File: config.mk
export PLATFORM = sky130hd
export DESIGN_NAME = pemstat_rxseq
export DESIGN_NICKNAME = d
export VERILOG_FILES = /design/src/rtl/pemstat_rxseq.sv
export SDC_FILE = /design/constraint.sdc
export NUM_CORES = 1
export LEC_CHECK = 0
export BUFFER_PORTS_ARGS = -buffer_cell sky130_fd_sc_hd__buf_4
export CAP_MARGIN = 20
export CORE_MARGIN = 10
export CORE_UTILIZATION = 45
export DETAILED_ROUTE_END_ITERATION = 7
export GPL_ROUTABILITY_DRIVEN = 1
export GPL_TIMING_DRIVEN = 0
export PLACE_DENSITY_LB_ADDON = 0.12
export SLEW_MARGIN = 15
export SYNTH_ARGS = -nofsm -noshare
export SYNTH_HDL_FRONTEND = slang
export SYNTH_SLANG_ARGS = --single-unit
File: constraint.sdc
create_clock -name clk -period 3.4 [get_ports clk]
set_input_delay 0.68 -clock clk [delete_from_list [all_inputs] [get_ports clk]]
set_output_delay 0.68 -clock clk [all_outputs]
set_load 0.02 [all_outputs]
File: src/rtl/pemstat_rxseq.sv
// Receive-statistics sequencer: buffers per-frame status vectors and serialises them into counter updates.
// Optional size-bin updates are built when PEMSTAT_RXSEQ_SIZEBIN_EN is defined.
module pemstat_rxseq #(
    parameter int DLY        = 1,
    parameter int FIFO_DEPTH = 4
) (
    input  logic        clk,
    input  logic        rst_n,
    input  logic        sv_valid,
    input  logic [15:0] sv_len,
    input  logic [5:0]  sv_flags,
    input  logic        stat_hold,
    input  logic        stat_clr,
    output logic        inc_en,
    output logic [3:0]  inc_sel,
    output logic [15:0] inc_val,
    output logic        drop_pulse,
    output logic [7:0]  drop_cnt,
    output logic        busy
);

    localparam int AW = $clog2(FIFO_DEPTH);
    localparam int CW = AW + 1;
    localparam logic [CW-1:0] DEPTH_C = CW'(FIFO_DEPTH);

    generate
        if (FIFO_DEPTH < 2 || FIFO_DEPTH > 16 || (FIFO_DEPTH & (FIFO_DEPTH - 1)) != 0 || DLY < 0) begin : g_bad_param
            $error("pemstat_rxseq: FIFO_DEPTH must be a power of 2 in 2..16");
        end
    endgenerate

`ifdef PEMSTAT_RXSEQ_SIZEBIN_EN
    typedef enum logic [2:0] {S_IDLE, S_BYTES, S_FRAMES, S_FLAGS, S_BIN} state_t;

    // 64 exactly is its own bin; everything above 1023 shares the last one.
    function automatic logic [2:0] size_bin(input logic [15:0] len);
        if (|len[15:10])  return 3'd5;
        else if (len[9])  return 3'd4;
        else if (len[8])  return 3'd3;
        else if (len[7])  return 3'd2;
        else              return (len[5:0] == 6'd0) ? 3'd0 : 3'd1;
    endfunction
`else
    typedef enum logic [2:0] {S_IDLE, S_BYTES, S_FRAMES, S_FLAGS} state_t;
`endif

    logic [21:0]    mem [FIFO_DEPTH];
    logic [AW-1:0]  wr_ptr_reg, rd_ptr_reg;
    logic [CW-1:0]  count_reg, count_next;
    state_t         state_reg, state_next;
    logic [15:0]    len_reg, len_next;
    logic [5:0]     pend_reg, pend_next;
    logic           fifo_full, push, drop, pop, seq_done, to_tail;
    logic           issue_en;
    logic [3:0]     issue_sel;
    logic [15:0]    issue_val;
    logic [2:0]     flag_idx;

    assign fifo_full  = (count_reg == DEPTH_C);
    assign push       = sv_valid && !fifo_full;
    assign drop       = sv_valid && fifo_full;
    assign count_next = count_reg + CW'(push) - CW'(pop);

    always_comb begin
        flag_idx = 3'd0;
        for (int i = 5; i >= 0; i--)
            if (pend_reg[i]) flag_idx = 3'(i);
    end

    always_comb begin
        state_next = state_reg;
        len_next   = len_reg;
        pend_next  = pend_reg;
        pop        = 1'b0;
        seq_done   = 1'b0;
        to_tail    = 1'b0;
        issue_en   = 1'b0;
        issue_sel  = inc_sel;
        issue_val  = 16'd0;
        case (state_reg)
            S_IDLE: seq_done = 1'b1;
            S_BYTES: begin
                issue_en   = 1'b1;
                issue_sel  = 4'd0;
                issue_val  = len_reg;
                state_next = S_FRAMES;
            end
            S_FRAMES: begin
                issue_en  = 1'b1;
                issue_sel = 4'd1;
                issue_val = 16'd1;
                if (|pend_reg) state_next = S_FLAGS;
                else           to_tail    = 1'b1;
            end
            S_FLAGS: begin
                issue_en  = 1'b1;
                issue_sel = 4'd2 + {1'b0, flag_idx};
                issue_val = 16'd1;
                pend_next = pend_reg & (pend_reg - 6'd1);
                if (pend_next == 6'd0) to_tail = 1'b1;
            end
`ifdef PEMSTAT_RXSEQ_SIZEBIN_EN
            S_BIN: begin
                issue_en  = 1'b1;
                issue_sel = 4'd8 + {1'b0, size_bin(len_reg)};
                issue_val = 16'd1;
                seq_done  = 1'b1;
            end
`endif
            default: state_next = S_IDLE;
        endcase

        if (to_tail) begin
`ifdef PEMSTAT_RXSEQ_SIZEBIN_EN
            if (|len_reg[15:6]) state_next = S_BIN;
            else                seq_done   = 1'b1;
`else
            seq_done = 1'b1;
`endif
        end

        // Chain straight into the next queued vector so bursts sequence without idle gaps.
        if (seq_done) begin
            if (count_reg != '0) begin
                pop        = 1'b1;
                len_next   = mem[rd_ptr_reg][15:0];
                pend_next  = mem[rd_ptr_reg][21:16];
                state_next = S_BYTES;
            end else begin
                state_next = S_IDLE;
            end
        end

        if (stat_hold) begin
            state_next = state_reg;
            len_next   = len_reg;
            pend_next  = pend_reg;
            pop        = 1'b0;
            issue_en   = 1'b0;
            issue_sel  = inc_sel;
            issue_val  = 16'd0;
        end
    end

    always_ff @(posedge clk) begin
        if (push && !stat_clr) mem[wr_ptr_reg] <= {sv_flags, sv_len};
    end

    always_ff @(posedge clk or negedge rst_n) begin
        if (!rst_n) begin
            state_reg  <= S_IDLE;
            len_reg    <= 16'd0;
            pend_reg   <= 6'd0;
            wr_ptr_reg <= '0;
            rd_ptr_reg <= '0;
            count_reg  <= '0;
            inc_en     <= 1'b0;
            inc_sel    <= 4'd0;
            inc_val    <= 16'd0;
            drop_pulse <= 1'b0;
            drop_cnt   <= 8'd0;
            busy       <= 1'b0;
        end else if (stat_clr) begin
            state_reg  <= S_IDLE;
            pend_reg   <= 6'd0;
            wr_ptr_reg <= '0;
            rd_ptr_reg <= '0;
            count_reg  <= '0;
            inc_en     <= 1'b0;
            inc_val    <= 16'd0;
            drop_pulse <= 1'b0;
            drop_cnt   <= 8'd0;
            busy       <= 1'b0;
        end else begin
            state_reg  <= state_next;
            len_reg    <= len_next;
            pend_reg   <= pend_next;
            count_reg  <= count_next;
            if (push) wr_ptr_reg <= wr_ptr_reg + 1'b1;
            if (pop)  rd_ptr_reg <= rd_ptr_reg + 1'b1;
            inc_en     <= issue_en;
            inc_sel    <= issue_sel;
            inc_val    <= issue_val;
            drop_pulse <= drop;
            if (drop && drop_cnt != 8'hFF) drop_cnt <= drop_cnt + 8'd1;
            busy       <= (count_next != '0) || (state_next != S_IDLE);
        end
    end

endmodule
* After elaboration in Yosys (flattened, before gate mapping)
Memory sizes are Yosys's and may differ from the RTL's. Cells that the tools add are included.
Word-level totals: memories 1, output and inout bits 31, flip-flop bits (word level) 63, memory bits (writable) 88
Memory list:
- mem | depth 4, width 22, rd ports 1, clocked after memory_dff 0, wr ports 1, line 47 | logic [21:0] mem [FIFO_DEPTH];
Cells by class: mux-type cells 43, equality and inequality tests 6, reduce and logical (&&, ||, !) cells 22, add/subtract/negate cells 7, bitwise operators 3
Operator list (count):
- $mux 3 | 11
- $mux 16 | 2
- $pmux 16 s2 | 1
- $mux 6 | 5
- $mux 8 | 2
- $mux 1 | 15
- $pmux 4 s3 | 1
- $reduce_bool 3->1 | 4
- $pmux 3 s3 | 1
- $add 8x1->8 const B | 1
- $mux 2 | 4
- $ne 8x8->1 const B | 1
- $and 6x6->6 | 1
- $eq 3x2->1 const B | 2
- $logic_not 6->1 | 1
- $reduce_bool 2->1 | 3
- $reduce_or 6->1 | 1
- $sub 6x1->6 const B | 1
- $add 2x1->2 const B | 2
- $add 2x3->4 const A | 1
- $logic_and 1x1->1 | 4
- $reduce_and 4->1 | 1
- $reduce_or 2->1 | 2
- $add 3x1->3 | 1
- 11 further kinds | 13

* Longest topological paths before layout
depth after elaboration 12, mapped depth 15

* Worst setup path before layout
No wires, ideal clock.
path kind reg-to-reg, start register pend_reg[3], end register busy, clock period less this slack 3.328 ns, stages on the path, launching flop included 16, setup time 0.135 ns, data required time 3.265 ns, data arrival time 3.193 ns, slack 0.072 ns, cells stage by stage dfrtp_1 -> buf_6 -> or4_4 -> nand4b_2 -> a21o_1 -> nand2_1 -> ha_1 -> inv_1 -> ha_1 -> inv_1 -> fa_1 -> xor2_1 -> xnor2_1 -> nand3b_1 -> a2111oi_0 -> o31ai_1
On the way: longest elaborated chain between the ends 12
RTL lines:
- start, declared | line 52 | logic [5:0] pend_reg, pend_next;
- start signal, assigned | line 177 | pend_reg <= pend_next;
- $sub 6x1->6 | line 99 | pend_next = pend_reg & (pend_reg - 6'd1);
- $and 6x6->6 | line 99
- $logic_not 6->1 | line 100 | if (pend_next == 6'd0) to_tail = 1'b1;
- $mux 1 | line 100
- $pmux 1 s2 | line 80 | case (state_reg)
- $mux 1 | line 113 | if (to_tail) begin
- $mux 1 | line 123 | if (seq_done) begin
- $mux 1 | line 134 | if (stat_hold) begin
- $sub 3x1->3 | line 62 | assign count_next = count_reg + CW'(push) - CW'(pop);
- $reduce_bool 3->1 | line 186 | busy <= (count_next != '0) || (state_next != S_IDLE);
- $logic_or 1x1->1 (*) | line 186
- $mux 1 (*) | line 163 | end else if (stat_clr) begin
- end signal, assigned | line 186
- end, declared | line 19 | output logic busy
Every way passes the cells marked *; elsewhere a longest branch is shown, timed or not. A chain may end at the register's enable or synchronous reset.

* Worst setup path in the final report
Ends and elaborated chain as after synthesis.

==> out/results.ini <==
[detailed_routing]
drcViolationCount = 0
vias_per_cell = 5.316
num_vias = 3578
drt_iter0_drc = 268
final_antenna_net_count = 0
wl_mm = 12.43
wire_per_inst_um = 18.47
firstDrtPassIters = 5

[clocking]
clock_path_buffers = 2
worst_skew_pair.late_latency_ps = 420
cts.sinks = 151
numCtsBuffers = 17
cts_tree = built
cts_hold_buf = 0
htree_levels = 4
cts.clk_slew.worst_paths_ps = 60
clockRootBuffer = clkbuf_16

[global_route]
use_met2_pct = 22.03
antenna_found_initial = 0
grt_pass1_wl_mm = 19.93
overflow = 0
grt_pass1_vias = 3780
grt_busiest_layer = met2
grt_max_degree = 64
track_usage_pct = 14.08
met3_usage_pct = 4.334
use_met1_pct = 17.71

[yosys]
synth-edff-count = 88
synth_top_family_by_area = multiplexers
synthSimpleGateAreaFrac_pct = 9.482
async_flop_share_pct = 41.72
syn-cell-area_sq_mm = 0.006228
synth_ff_type = edfxtp_1
syn_area_per_cell_sq_um = 15.77
synth_nets = 431
synthMuxAreaShare_pct = 11.75
seq_area_frac_synth_pct = 67.74
synthCells = 395
synth-compound-area-share_pct = 5.645
yosys.area_share.adder_pct = 1.928
ys_types = 54
synth-xor-area-share_pct = 1.266
ys_warn_count = 0
ys_ff_latch = 151

[critical_path]
worstPathRequired_ps = 3680
arrival_ps = 3710
startpoint_type = flop
crit_path_max_fanout = 5
path_cells = buf_6 -> nor3_1 -> o31ai_4 -> a2111o_1 -> nand2_1 -> ha_1 -> inv_1 -> ha_1 -> inv_1 -> fa_2 -> xor2_1 -> xnor2_1 -> nand3b_1 -> a2111oi_4 -> o31ai_1
critPathMaxStageDelay_ps = 450
path_class = reg -> reg
slowest_stage = a2111o_1
endpoint_kind = flop

[finish]
n_antenna_cell = 0
largest_reg_flops = 88
final_cell_mix = edfxtp_1, buf_4, dfrtp_1
layout-drive-gt1-share_pct = 33.60
nets = 520
seq_area_sq_mm = 0.004222
syn2layout_area_growth_pct = 22.34
multiInputGateArea_sq_mm = 0.001936
layout_commonest_cell = edfxtp_1
fillers = 1100

[timing]
min_period_ps = 3424
grt_setup_unrepaired = true
fmax_mhz = 292.0
slew_viol_final = 0
worst_hold_slack_ps = 349.3
slew_headroom_pct = 40.21
setup_ws_ps = -24.40
setup_viol = 1
finalCritPeriodShare_pct = 100.7
clock_skew_ps = 7.842
hold_viol_final = 0
worstMarginPinSlew_ps = 896.9

[placed_design]
dp_hpwl_mm = 7.744
io_buffers = 57
gp_congestion = 0.8547
dp_worst_setup_slack_ps = -258.9

[die]
fp.dieW_um = 137.7
num_io_pins = 58
initial_utilization_pct = 46.48
fp.dieH_um = 137.7
die_area_sq_mm = 0.01895
core_area_sq_mm = 0.01340
rows = 42

[run_status]
violations = setup timing
status = finished, violations left

[worst_hold_path]
hold_path.class = in -> async

[pwr]
powerDensity_mw_per_mm2 = 739.0
vdd_drop_max_uv = 436.3
p_leak_nw = 3.001
p_total_w = 0.005631

[run]
cap_viol_max_count = 0

## routing by layer
metal / vias to the layer above / routed length, um
met2: 91 / 6143
met1: 1814 / 5451
met3: 11 / 697
li1: 1662 / -
met5: - / 0
met4: 0 / 134
## kinds of logic (layout without fill, tap and decap cells)
kind of cell               count (synthesis)  count (layout)
buffers and inverters                     30             132
DFF                                      151             151
muxes                                     40              40
and+or+nand+nor                          109             109
adders and majority gates                  9               9
xor gates and xnor gates                   9               9
AOI/OAI and AO/OA                         47              47
## stage by stage
step	utilization [%]	TNS (ps)	instance area [sq um]	instances
6_report	56.86	-24.40	7620	673
5_1_grt	56.86	-345.9	7620	673
4_1_cts	56.10	0	7517	666
3_5_place_dp	51.35	-258.9	6882	628
3_3_place_gp	51.32	-200.2	6877	628
2_1_floorplan	-	0	6228	395
## power breakdown
part / total (W) / internal [W] / switching, W
combinational: 0.00148 / 0.000745 / 0.000735
clock: 0.00182 / 0.00109 / 0.000729
sequential: 0.00233 / 0.00220 / 0.000133
## cells in the mapped netlist (5+ instances only)
cell | n | area share (%)
nor2_1 | 24 | 1.4
mux2_2 | 9 | 1.6
mux2_4 | 9 | 2.2
dfrtp_1 | 63 | 25
edfxtp_1 | 88 | 42
mux4_2 | 22 | 8.0
nand2_1 | 16 | 0.96
ha_1 | 8 | 1.6
and2_1 | 19 | 1.9
nor3_1 | 9 | 0.72
o21ai_0 | 10 | 0.80
nand3_1 | 9 | 0.72
a21oi_1 | 11 | 0.88
o211ai_1 | 8 | 0.96
nor2b_1 | 5 | 0.50
inv_1 | 11 | 0.66
xnor2_1 | 6 | 0.84
clkbuf_1 | 10 | 0.60
## critical path, delay by kind of cell (launching register included)
family,cells,cell delay [ps]
simple gates,3,590
flops,1,400
compound gates,4,1010
fa+ha+maj,3,680
buf+inv,3,240
xor+xnor,2,350
## worst paths after layout
| check | slack, ps | depth (start not counted) | end | start |
|---|---|---|---|---|
| max reg2reg | -20 | 15 | busy$_DFF_PN0_ | pend_reg[3]$_DFFE_PN0P_ |
| max | -20 | 15 | busy$_DFF_PN0_ | pend_reg[3]$_DFFE_PN0P_ |
| max in group asynchronous | 2450 | 1 | pend_reg[4]$_DFFE_PN0P_ | rst_n |
| min in group clk | 450 | 1 | mem[1][19]$_DFFE_PP_ | sv_flags[3] |
| min reg2reg | 470 | 1 | inc_val[15]$_DFF_PN0_ | len_reg[15]$_DFFE_PN0P_ |
| min | 350 | 1 | drop_cnt[2]$_DFFE_PN0P_ | rst_n |
## cell type report
class | instances | area share, %
repair buffers | 72 | 7.061
clock inverters | 13 | 1.708
plain buffers | 16 | 1.133
well taps | 176 | 2.890
multi-input cells | 214 | 25.40
inverters | 12 | 0.5911
flip-flops and latches | 151 | 55.40
clock buffers | 19 | 5.813
## timing repair
item                                   CTS  global route
pin swaps                                5            10
resized for setup                        3            10
setup endpoints to repair                1             2
gates cloned                             0             1
buffers inserted                         7             7
endpoints found under the hold margin    0             0
(Power assumes the default switching activity.)
